`src/rtl/cache_mem_arbiter.sv`:
```
// Shares one main-memory word port between the I-cache (port 0) and D-cache (port 1).
// A granted line miss runs an optional writeback burst, then a refill burst, then pulses done.
module cache_mem_arbiter #(
  parameter int OFFSET = 3,
  parameter int CNT_W  = 16
) (
  input  logic              clk,
  input  logic              reset,
  input  logic [1:0]        req_valid,
  input  logic [31:0]       req_addr0,
  input  logic [31:0]       req_addr1,
  input  logic [1:0]        req_wb,
  input  logic [31:0]       wb_addr0,
  input  logic [31:0]       wb_addr1,
  input  logic [31:0]       wb_data0,
  input  logic [31:0]       wb_data1,
  output logic [1:0]        grant,
  output logic [OFFSET-1:0] word_idx,
  output logic [1:0]        rvalid,
  output logic [31:0]       rdata,
  output logic [1:0]        done,
  output logic              mem_req,
  output logic              mem_we,
  output logic [31:0]       mem_addr,
  output logic [31:0]       mem_wdata,
  input  logic              mem_ack,
  input  logic [31:0]       mem_rdata,
  output logic [CNT_W-1:0]  miss_cnt0,
  output logic [CNT_W-1:0]  miss_cnt1
);

  localparam int LW = 30 - OFFSET;
  localparam logic [OFFSET-1:0] LAST_IDX = '1;

  typedef enum logic [2:0] {IDLE, GRANT, WB, RD, DONE} state_t;

  state_t            state_q, state_d;
  logic [1:0]        grant_q;
  logic              port_q;
  logic              last_q;
  logic              win;
  logic              wb_flag_q;
  logic [LW-1:0]     miss_line_q;
  logic [LW-1:0]     wb_line_q;
  logic [OFFSET-1:0] idx_q;
  logic [OFFSET-1:0] rd_idx_q;
  logic [1:0]        rvalid_q;
  logic [31:0]       rdata_q;
  logic [CNT_W-1:0]  cnt0_q, cnt1_q;
  logic              unused_addr_bits;

  assign unused_addr_bits = ^{req_addr0[OFFSET+1:0], req_addr1[OFFSET+1:0],
                              wb_addr0[OFFSET+1:0], wb_addr1[OFFSET+1:0]};

  function automatic logic [CNT_W-1:0] sat_inc(input logic [CNT_W-1:0] v);
    return (&v) ? v : v + 1'b1;
  endfunction

  // Round-robin pick: a lone requester wins, a tie goes to the port that did not win last.
  always_comb begin
    win = req_valid[1];
    if (req_valid == 2'b11) win = ~last_q;
  end

  // State register.
  always_ff @(posedge clk or negedge reset) begin
    if (!reset) state_q <= IDLE;
    else        state_q <= state_d;
  end

  // Next-state logic; bursts advance one word per acknowledged access.
  always_comb begin
    state_d = state_q;
    case (state_q)
      IDLE:    if (|req_valid) state_d = GRANT;
      GRANT:   state_d = wb_flag_q ? WB : RD;
      WB:      if (mem_ack && idx_q == LAST_IDX) state_d = RD;
      RD:      if (mem_ack && idx_q == LAST_IDX) state_d = DONE;
      DONE:    state_d = IDLE;
      default: state_d = IDLE;
    endcase
  end

  // Grant, latched line addresses, word counters, refill data and miss counters.
  // idx_q addresses memory; rd_idx_q lags it so word_idx names the word shown with rvalid.
  always_ff @(posedge clk or negedge reset) begin
    if (!reset) begin
      grant_q     <= '0;
      port_q      <= 1'b0;
      last_q      <= 1'b1;
      wb_flag_q   <= 1'b0;
      miss_line_q <= '0;
      wb_line_q   <= '0;
      idx_q       <= '0;
      rd_idx_q    <= '0;
      rvalid_q    <= '0;
      rdata_q     <= '0;
      cnt0_q      <= '0;
      cnt1_q      <= '0;
    end else begin
      rvalid_q <= (state_q == RD && mem_ack) ? grant_q : 2'b00;
      if (state_q == RD && mem_ack) rdata_q <= mem_rdata;
      case (state_q)
        IDLE: begin
          if (|req_valid) begin
            grant_q     <= win ? 2'b10 : 2'b01;
            port_q      <= win;
            last_q      <= win;
            wb_flag_q   <= req_wb[win];
            miss_line_q <= win ? req_addr1[31:OFFSET+2] : req_addr0[31:OFFSET+2];
            wb_line_q   <= win ? wb_addr1[31:OFFSET+2] : wb_addr0[31:OFFSET+2];
          end
        end
        GRANT: begin
          idx_q    <= '0;
          rd_idx_q <= '0;
        end
        WB: begin
          if (mem_ack) idx_q <= idx_q + 1'b1;
        end
        RD: begin
          if (mem_ack) begin
            idx_q    <= idx_q + 1'b1;
            rd_idx_q <= idx_q;
          end
        end
        DONE: begin
          grant_q  <= '0;
          idx_q    <= '0;
          rd_idx_q <= '0;
          if (port_q) cnt1_q <= sat_inc(cnt1_q);
          else        cnt0_q <= sat_inc(cnt0_q);
        end
        default: ;
      endcase
    end
  end

  // Memory-side and cache-side outputs decoded from the current state.
  always_comb begin
    mem_req   = (state_q == WB) || (state_q == RD);
    mem_we    = (state_q == WB);
    mem_addr  = '0;
    mem_wdata = '0;
    if (state_q == WB) begin
      mem_addr  = {wb_line_q, idx_q, 2'b00};
      mem_wdata = port_q ? wb_data1 : wb_data0;
    end else if (state_q == RD) begin
      mem_addr  = {miss_line_q, idx_q, 2'b00};
    end
    word_idx  = (state_q == RD || state_q == DONE) ? rd_idx_q : idx_q;
    done      = (state_q == DONE) ? grant_q : 2'b00;
  end

  assign grant     = grant_q;
  assign rvalid    = rvalid_q;
  assign rdata     = rdata_q;
  assign miss_cnt0 = cnt0_q;
  assign miss_cnt1 = cnt1_q;

endmodule

```
`config.mk`:
```
export PLATFORM = sky130hd
export DESIGN_NAME = cache_mem_arbiter
export DESIGN_NICKNAME = d
export VERILOG_FILES = /design/src/rtl/cache_mem_arbiter.sv
export SDC_FILE = /design/constraint.sdc
export NUM_CORES = 1
export LEC_CHECK = 0
export CAP_MARGIN = 20
export CORE_AREA = 2 2 144 146
export CTS_CLUSTER_SIZE = 10
export DETAILED_ROUTE_END_ITERATION = 10
export DIE_AREA = 0 0 146 148
export HOLD_SLACK_MARGIN = 0.03
export PLACE_DENSITY = 0.83
export SYNTH_ARGS = -nofsm -noshare
export SYNTH_HDL_FRONTEND = slang
export SYNTH_SLANG_ARGS = --single-unit
```
`constraint.sdc`:
```
create_clock -name clk -period 4.75 [get_ports clk]
set_input_delay 0.95 -clock clk [delete_from_list [all_inputs] [get_ports clk]]
set_output_delay 0.95 -clock clk [all_outputs]
set_load 0.01 [all_outputs]
```
# Word level (Yosys, flattened, before mapping)
# Index checks and enable logic that the tools add are counted.
# W data, S select, Z words.
# classes
magnitude_cmp	1
addsub	3
reduce_logical	20
eq_ne	11
muxes	24
n_bitwise	4
# op_table
op	n
$mux W32	4
$mux W27	2
$add A16 B1 Y16 const B	2
$reduce_and A16 Y1	2
$mux W3	6
$pmux W3 S2	2
$pmux W3 S4	1
$reduce_and A3 Y1	3
$mux W2	4
$reduce_and A2 Y1	4
$eq A3 B2 Y1 const B	2
$eq A3 B3 Y1 const B	2
$ne A2 B2 Y1 const B	3
$reduce_bool A2 Y1	3
$reduce_or A2 Y1	3
$mux W1	4
$ne A2 B1 Y1 const B	2
$not A1 Y1	4
$pmux W2 S2	1
$add A3 B1 Y3 const B	1
$eq A3 B1 Y1 const B	1
$logic_not A3 Y1	1
$eq A2 B2 Y1 const B	1
$logic_and A1 B1 Y1	2
other kinds (2)	3
# totals
out_inout_bits	139
reg_bits	134
wordCells	76
in_bits	231

# Longest topological paths before layout
# logic_depth
ltp_word	5
ltp_mapped	8
mapped_depth_nobuf	6

# Least setup slack after synthesis
# OpenSTA, ideal clock, no wires.
# synth_path
path_type	register -> output
from	register state_q[2]
to	output mem_wdata[10]
arrival_time_ns	1.446
setup_slack_ns	2.354
path_buffers	4
stages_incl_launch_ff	9
required_time_ns	3.800
path_cell_list	dfrtp_1 -> buf_4 -> nand2b_1 -> buf_4 -> inv_4 -> nand2b_1 -> clkbuf_1 -> clkbuf_1 -> nor2_1
# synth_via
elab_chain_cells	2
# synth_lines
item	line	text
start: declaration	37	state_t state_q, state_d;
start signal: assignment	68	else state_q <= state_d;
$eq A3 B2 Y1	145	if (state_q == WB) begin
$mux W32	145	
end: declaration	25	output logic [31:0] mem_wdata,
# No other way between the ends.

# Worst setup path in the final report
# layout_path
from	register state_q[1]
to	output mem_wdata[27]
# The elaborated chain is that of the path after synthesis.

==> impl_metrics.ini <==
[cts]
numCtsBuffers = 17
clock_latency_ns = 0.42
cts_hold_buffers = 0
htreeDepth = 4
postCtsSetupBuffers = 0
post_cts_resized = 0
clkTransAtPathRegs_ns = 0.06
clockBufferDepth = 2
cts_tree = yes
root_buffer = clkbuf_16
cts_sinks = 134

[power]
power_frac_comb_pct = 47.8
peakVddDrop_v = 0.000239
power_switching_mw = 2.15
p_int_mw = 4.12
powerDensity_nw_per_um2 = 551
leakage_nw = 4.89
p_seq_share_pct = 30.4
p_clk_share_pct = 21.8
swShare_pct = 34.3

[timing]
slew_headroom_pct = 30.5
fmax_mhz = 276
fin_setup_tns_ns = 0
grt_setup_unrepaired = no
maxSlewViolCount = 0
period_minus_slack_ns = 3.62
finalCritPeriodShare_pct = 76.2
worst_pin_slew_ns = 1.04
fin_worst_skew_ns = 0.0122
hold_viol = 0
setup-violations-final = 0

[critical_path]
startpoint_type = flop
crit_chain = nand2b_1, buf_4, inv_4, nand2b_1, buf_4, nor2_1, clkdlybuf4s50_1
cp_max_fo = 33
critical-path-max-stage-delay_ns = 0.64
crit_required_ns = 3.80
slowest_stage = dfrtp_1
cp.depth = 7
cp.arrival_ns = 2.67
cp_num_buf_inv = 4
endpoint_kind = output pin
crit_family = buffers and inverters
path_class = reg2out
r2r.worst_path.cells = 5

[route]
vias_per_cell = 4.90
firstDrtPassIters = 5
num_vias = 6376
wl_per_cell_um = 17.2
routed_wl_mm = 22.3
drc = 0
first_iter_violations = 236
drtAntennaViolNets = 0

[logic_synthesis]
ys_ff_latch = 134
synth_cells = 680
synth_ff_type = dfrtp_1
netlist_top_cells_area = dfrtp_1 (47%), mux2i_1 (16%), nor2_1 (6.7%)
synth_fa_ha_area_share_pct = 0.707
avgSynthCellArea_um2 = 10.4
ys_warn_count = 0
yosys.area_share.simple_pct = 15.3
synth_compound_area_share_pct = 7.36
synth_edf_count = 0
syn-cell-area_um2 = 7080
synth_top_family_by_area = multiplexers
synth-xor-area-share_pct = 3.47
synthMuxAreaShare_pct = 21.9
synth_top_area_cell = dfrtp_1
synth.distinct_cells = 48
synth_top_area_share_pct = 47.0
async_flop_share_pct = 100
ys_seq_area_share_pct = 47.4

[run]
max_cap_viol_count = 0

[cells_and_area]
areaGrowthSynthToFinish_pct = 61.0
drive_gt1_share_pct = 9.08
final_nets = 1246
stdcell_count = 1300
n_fill_cell = 1744

[global_routing]
grt_pass1_wl_mm = 35.4
antenna_found_initial = 5
grt-ovfl-total = 0
grt_max_degree = 111
grt_pass1_vias = 6521
track_usage_pct = 21.0

[run_status]
status = complete, no violations

[min_path]
holdPathStages = 1
min_path_type = reg2reg

[placed_design]
dpl.hpwl_mm = 17.1
gp_congestion = 0.871
placedCellCount = 1262
portBuffers = 347

[floorplanning]
start_util_pct = 35.3
pin_count = 370
fp.dieArea_um2 = 21600
fp-row-count = 52
die_x_um = 146
core-area_um2 = 20000
fp.dieH_um = 148
## cells in the mapped netlist, types with 2 or more instances
cell type / n
nand3_1: 8
nand2b_1: 3
nor4_1: 8
ha_1: 4
xor2_1: 22
a31oi_1: 2
nor3b_1: 3
a22o_1: 9
mux2i_1: 114
a32o_1: 2
mux2_2: 36
a21oi_1: 61
nor2_1: 126
clkbuf_1: 10
buf_6: 2
nor3_1: 10
and2_1: 7
and3_1: 7
and4_1: 2
nand4_1: 13
a22oi_1: 4
nor2b_1: 4
buf_4: 9
o21ai_0: 7
buf_2: 22
nor4b_2: 2
nand2_1: 18
nand3b_1: 3
inv_1: 4
xnor2_1: 6
buf_1: 3
dfrtp_1: 133
## through the flow
step / hold slack (ns) / util [%] / worst slack (ns) / power [mW] / area [um2]
final: 0.505 / 56.8 / 1.13 / 6.27 / 11400
after global routing: 0.523 / 56.8 / 0.976 / 6.67 / 11400
after CTS: 0.505 / 56.8 / 1.12 / 6.34 / 11400
after detailed placement: 0.494 / 53.7 / 1.40 / 4.94 / 10800
after global placement: 0.482 / 53.7 / 1.40 / 4.87 / 10800
after floorplan: 0.490 / - / 2.35 / 3.37 / 7080
## state kept, by name (all words and copies together), names as in the netlist
signal,cells
rdata,32
miss_line_q,27
wb_line_q,27
miss_cnt0,16
miss_cnt1,16
idx_q,3
rd_idx_q,3
state_q,3
grant,2
rvalid,2
last_q,1
port_q,1
wb_flag_q,1
## layout by cell type, fill, tap and decap left out, types with 2 or more instances in the layout
master           synthesis  final
nand3_1                  8      8
nor2_1                 126    126
nand2b_1                 3      3
a22oi_1                  4      4
nor4b_2                  2      2
inv_1                    4      4
o21ai_0                  7      7
inv_6                    0      3
a22o_1                   9      9
clkbuf_16                0     17
clkinv_4                 0      2
nor3_1                  10      9
ha_1                     4      4
nand2_1                 18     18
clkdlybuf4s50_1          0    346
xnor2_1                  6      6
nor2b_1                  4      4
clkinvlp_4               0      4
nand4_1                 13     13
clkinv_2                 0      2
a32o_1                   2      2
buf_12                   0      2
a21oi_1                 61     61
nand3b_1                 3      3
bufinv_16                0      3
diode_2                  0      6
buf_4                    9      8
xor2_1                  22     22
mux2i_1                114    114
and3_1                   7      6
mux2_2                  36     36
dfrtp_2                  0      2
a31oi_1                  2      2
and2_1                   7      7
nor4_1                   8      8
dfrtp_1                133    131
conb_1                   1      2
nor3b_1                  3      3
and4_1                   2      2
## cell type report
type | instances | area [um2] | area share [%]
sequential | 134 | 3360 | 29.5
clock inverter | 14 | 174 | 1.53
inverter | 5 | 21.3 | 0.187
antenna | 6 | 15.0 | 0.132
tap | 270 | 338 | 2.97
timing repair buffer | 357 | 3570 | 31.4
multi-input combinational | 496 | 3470 | 30.5
clock buffer | 18 | 439 | 3.86
## layer usage
layer | track usage, % | share of wire [%] | wire, um | vias to the layer above
li1 | - | - | - | 3062
met4 | 9.42 | 2.5 | 557 | 0
met5 | 0 | 0 | 0 | -
met2 | 37.5 | 53 | 11800 | 251
met3 | 6.11 | 7.5 | 1670 | 27
met1 | 23.1 | 37 | 8340 | 3036
## worst register-to-register path, cell delays in order, from the launching register on
cell      delay, ns
dfrtp_1        0.64
nand2b_1       0.10
buf_4          0.26
inv_4          0.14
and3_2         0.81
mux2_2         0.44
## power groups by stage
stage          combinational, mW  clock [mW]  sequential [mW]
3_5_place_dp                3.02           0             1.93
3_3_place_gp                2.97           0             1.90
4_1_cts                     3.03        1.40             1.91
2_1_floorplan               1.50           0             1.87
6_report                    3.00        1.37             1.91
5_1_grt                     3.24        1.46             1.97
## final timing paths
path | start | endpoint | slack [ns]
max reg2reg | state_q[1] | rdata[5] | 2.23
min | rdata[29] | rdata[29] | 0.51
max in group asynchronous | reset | miss_line_q[3] | 3.08
max | state_q[1] | mem_wdata[27] | 1.13
min reg2reg | rdata[29] | rdata[29] | 0.51
min in group asynchronous | reset | wb_line_q[5] | 0.62
## kinds of logic (layout without fill, tap and decap cells)
logic type,count (synthesis),in the layout
buffers and inverters,51,394
AOI/OAI and AO/OA,90,90
muxes,150,150
adders and majority gates,4,4
and+or+nand+nor,222,222
DFF,134,134
xor gates and xnor gates,28,28
other,1,8
No activity file was read; power rests on OpenSTA's default activity.
